--- src/rtl/wide_sum_collector.sv ---
// Collects WORDS 16-bit adder slices (LSB first) into one wide result, feeding carry back to the adder.
// Result valid 1 cycle after the final slice; in_ready low while a result waits for res_ready.
module wide_sum_collector #(
   parameter int WORDS = 4,
   localparam int CW = (WORDS > 1) ? $clog2(WORDS) : 1
) (
   input  logic                  clk,
   input  logic                  reset,
   input  logic                  clear,
   input  logic                  in_valid,
   output logic                  in_ready,
   input  logic [15:0]           in_sum,
   input  logic                  in_cout,
   output logic                  carry_fb,
   output logic [CW-1:0]         beat_cnt,
   output logic                  res_valid,
   input  logic                  res_ready,
   output logic [16*WORDS-1:0]   res_data,
   output logic                  res_carry
);

   typedef enum logic [1:0] {IDLE, COLLECT, HOLD} state_t;

   state_t state, state_nxt;
   logic   accept;
   logic   last_beat;

   assign in_ready  = (state != HOLD);
   assign accept    = in_valid && in_ready;
   assign last_beat = (beat_cnt == CW'(WORDS - 1));

   always_comb begin
      state_nxt = state;
      case (state)
         IDLE:    if (accept) state_nxt = last_beat ? HOLD : COLLECT;
         COLLECT: if (accept && last_beat) state_nxt = HOLD;
         HOLD:    if (res_ready) state_nxt = IDLE;
         default: state_nxt = IDLE;
      endcase
   end

   always_ff @(posedge clk) begin
      if (!reset) begin
         state     <= IDLE;
         beat_cnt  <= '0;
         carry_fb  <= 1'b0;
         res_valid <= 1'b0;
         res_carry <= 1'b0;
         res_data  <= '0;
      end else if (clear) begin
         // abort keeps res_data so a consumer never sees it glitch to zero
         state     <= IDLE;
         beat_cnt  <= '0;
         carry_fb  <= 1'b0;
         res_valid <= 1'b0;
         res_carry <= 1'b0;
      end else begin
         state <= state_nxt;
         if (accept) begin
            res_data[beat_cnt*16 +: 16] <= in_sum;
            if (last_beat) begin
               // zero the feedback so the next operation starts with cin=0
               res_carry <= in_cout;
               carry_fb  <= 1'b0;
               beat_cnt  <= '0;
               res_valid <= 1'b1;
            end else begin
               carry_fb  <= in_cout;
               beat_cnt  <= beat_cnt + CW'(1);
            end
         end
         if (res_valid && res_ready) res_valid <= 1'b0;
      end
   end

endmodule
--- config.mk ---
export PLATFORM = sky130hd
export DESIGN_NAME = wide_sum_collector
export DESIGN_NICKNAME = d
export VERILOG_FILES = /design/src/rtl/wide_sum_collector.sv
export SDC_FILE = /design/constraint.sdc
export NUM_CORES = 1
export LEC_CHECK = 0
export ABC_AREA = 1
export CELL_PAD_IN_SITES_DETAIL_PLACEMENT = 1
export CELL_PAD_IN_SITES_GLOBAL_PLACEMENT = 1
export CORE_MARGIN = 3
export CORE_UTILIZATION = 33
export CTS_CLUSTER_SIZE = 20
export DETAILED_ROUTE_END_ITERATION = 6
export PLACE_DENSITY = 0.76
export REMOVE_ABC_BUFFERS = 1
export SYNTH_ARGS = -nofsm -noshare
export SYNTH_HDL_FRONTEND = slang
export SYNTH_SLANG_ARGS = --single-unit
--- constraint.sdc ---
create_clock -name clk -period 2.21 [get_ports clk]
set_input_delay 0.442 -clock clk [delete_from_list [all_inputs] [get_ports clk]]
set_output_delay 0.442 -clock clk [all_outputs]
set_load 0.03 [all_outputs]
==> impl_metrics.yaml <==
run_status:
  status: "completed"
placed_design:
  io_buffers: 91
  place_area_um2: 4380
  dp.final_hpwl_um: 7850
  finalWeightedCongestion: 0.848
route:
  drtIter0Drc: 107
  drc_errors: 0
  ant_nets: 0
  drt-pass1-iter-count: 4
  wire_per_inst_um: 14.8
  viasPerCell: 4.74
  vias: 3456
  wl_um: 10800
logic_synthesis:
  synth_cell_type_count: 25
  synthTopCellsByArea: "dfxtp_1, nand2_1, nor2_1"
  synth_top_area_frac: 0.419
  synth_top_family_by_area: "simple AND/OR/NAND/NOR gates"
  synth_compound_area_frac: 0.0947
  yosysSeqAreaShare: 0.419
  synthFlopType: "dfxtp_1"
  synth_top_area_cell: "dfxtp_1"
  synth_warnings: 0
  yosysMostFrequentCell: "nand2_1"
  ys_ff_latch: 71
  netlist_instances: 507
  synth-edff-count: 0
  ys_async_sr_fraction: 0
  synthSimpleGateAreaFrac: 0.331
  syn_avg_cell_area_um2: 6.70
  netlist_top_cells_count: "nand2_1, nor2_1, inv_1, dfxtp_1, a21oi_1"
  syn_area_um2: 3390
  synthAdderAreaFrac: 0.0221
  synth_xor_area_frac: 0
  muxShareOfSynthArea: 0
hold_path:
  hold_class: "flop to flop"
cts:
  clock_path_buffers: 2
  insertion_delay_ps: 350
  cts_resized: 0
  post-cts-setup-buffer-count: 0
  clockRootBuffer: "clkbuf_8"
  cts.clk_slew.worst_paths_ps: 70
  cts_tree: "yes"
  cts.htree.levels: 3
  postCtsHoldBufs: 0
  cts.sink_count: 71
  cts_buffers: 9
floorplanning:
  num_io_pins: 92
  die_y_um: 107
  start_util: 0.343
  num_rows: 36
  die_x_um: 107
  dieArea_um2: 11500
  core_um2: 9910
sta:
  hold_viol: 0
  holdWs_ps: 469
  period_share: 0.969
  rsz0062_at_grt: "false"
  tightest_slew_ps: 665
  relSlewSlack: 0.556
  setup_tns_ps: 0
  setup_viol: 0
  fin_crit_ps: 2140
  clock_skew_ps: 5.60
  max_freq_mhz: 467
  finalMaxSlewViolations: 0
global_route:
  grtUsageTotal: 0.193
  grt_max_degree: 42
  gr-total-overflow: 0
  antenna_found_initial: 0
  grt_pass1_vias: 3566
  grt_pass1_wl_um: 17700
worst_setup_path:
  slowest_delay_ps: 720
  critPathTopFamily: "buffers and inverters"
  cpMaxStageDelayCell: "clkdlybuf4s50_1"
  start_kind: "flop"
  path_max_fanout: 21
  critPathKind: "flop to output pin"
  crit_chain: "buf_4, clkdlybuf4s50_1"
  cp.required_ps: 1770
  crit_buf_inv: 2
  worst_setup_path_end_kind: "output pin"
  worstPathArrival_ps: 1700
finish:
  nets: 621
  antenna_cells: 0
  syn_to_final_growth_pct: 33.9
  drive_above_1_share: 0.0621
  filler_cell_count: 1306
  fin_area_um2: 4550
power_and_ir_drop:
  power.total_mw: 2.66
  swShare: 0.280
  power_density_nw_per_um2: 584
  seqPwrFrac: 0.501
  power_frac_clock: 0.347
  p_leak_nw: 1.90
  internal_power_mw: 1.91
  p_sw_mw: 0.744
  vdd_drop_max_v: 0.000239
  power_frac_comb: 0.152
job:
  max_cap_violations: 0
-- registers in the layout, indices dropped and copies added (netlist names) --
name       cells
carry_fb       1
res_carry      1
res_data      64
res_valid      1
beat_cnt       2
state          2
-- cell type report --
cell class | instances | area (µm²) | area share
Multi-Input combinational cell | 332 | 1520 | 0.334
Clock buffer | 13 | 159 | 0.0349
Timing Repair Buffer | 100 | 978 | 0.215
Sequential cell | 71 | 1420 | 0.313
Tap cell | 133 | 166 | 0.0366
Inverter | 79 | 298 | 0.0655
Clock inverter | 1 | 5.00 | 0.00110
-- per-layer routing --
layer,part of all wire,GRT usage
met1,0.45,0.244
met2,0.49,0.335
met3,0.038,0.0294
met4,0.020,0.0667
met5,0,0
-- worst register-to-register path, stage by stage, from the launching register on --
cell	delay, ps
dfxtp_1	450
inv_1	120
ha_1	340
inv_1	90
nand2_1	500
nor2_1	110
o21ai_0	190
nor2_1	60
-- final timing paths --
kind / slack (ps) / to / depth (start not counted) / startpoint
max: 70 / beat_cnt[0] / 2 / beat_cnt[0]$_SDFFE_PP0N_
min: 470 / res_valid$_SDFFE_PP0P_ / 2 / res_valid$_SDFFE_PP0P_
max reg2reg: 220 / res_data[56]$_SDFFE_PN0P_ / 7 / beat_cnt[1]$_SDFFE_PP0N_
min reg2reg: 470 / res_valid$_SDFFE_PP0P_ / 2 / res_valid$_SDFFE_PP0P_
-- cell usage in the layout (no fill, tap or decap), types with 4 or more instances in the layout --
| master | instances |
|---|---|
| nor2_1 | 98 |
| clkbuf_8 | 11 |
| nand3_1 | 6 |
| nand4_1 | 15 |
| clkdlybuf4s50_1 | 91 |
| a21oi_1 | 31 |
| o21ai_0 | 26 |
| nand2_1 | 134 |
| dfxtp_1 | 71 |
| o21ai_1 | 4 |
| buf_4 | 9 |
| ha_1 | 6 |
| inv_2 | 5 |
| inv_1 | 73 |
-- power groups by stage --
stage | combinational, mW | clock [mW] | sequential, mW
2_1_floorplan | 0.157 | 0 | 1.42
3_3_place_gp | 0.397 | 0 | 1.36
5_1_grt | 0.445 | 1.01 | 1.33
4_1_cts | 0.410 | 0.944 | 1.33
3_5_place_dp | 0.408 | 0 | 1.36
6_report | 0.404 | 0.921 | 1.33
-- per-stage QoR --
stage	std cells	setup WS [ps]	utilization
4_1_cts	729	56.8	0.459
5_1_grt	729	2.02	0.459
3_5_place_dp	715	131	0.442
3_3_place_gp	715	251	0.442
2_1_floorplan	482	3.40	-
6_report	729	68.4	0.459
-- kinds of logic (layout without fill, tap and decap cells) --
| kind of cell | Yosys count | count (layout) |
|---|---|---|
| DFF | 71 | 71 |
| buffers and inverters | 104 | 193 |
| adders and majority gates | 6 | 6 |
| AOI/OAI and AO/OA | 62 | 62 |
| and+or+nand+nor | 264 | 264 |
Note: power is estimated with default switching activity, not from simulation.
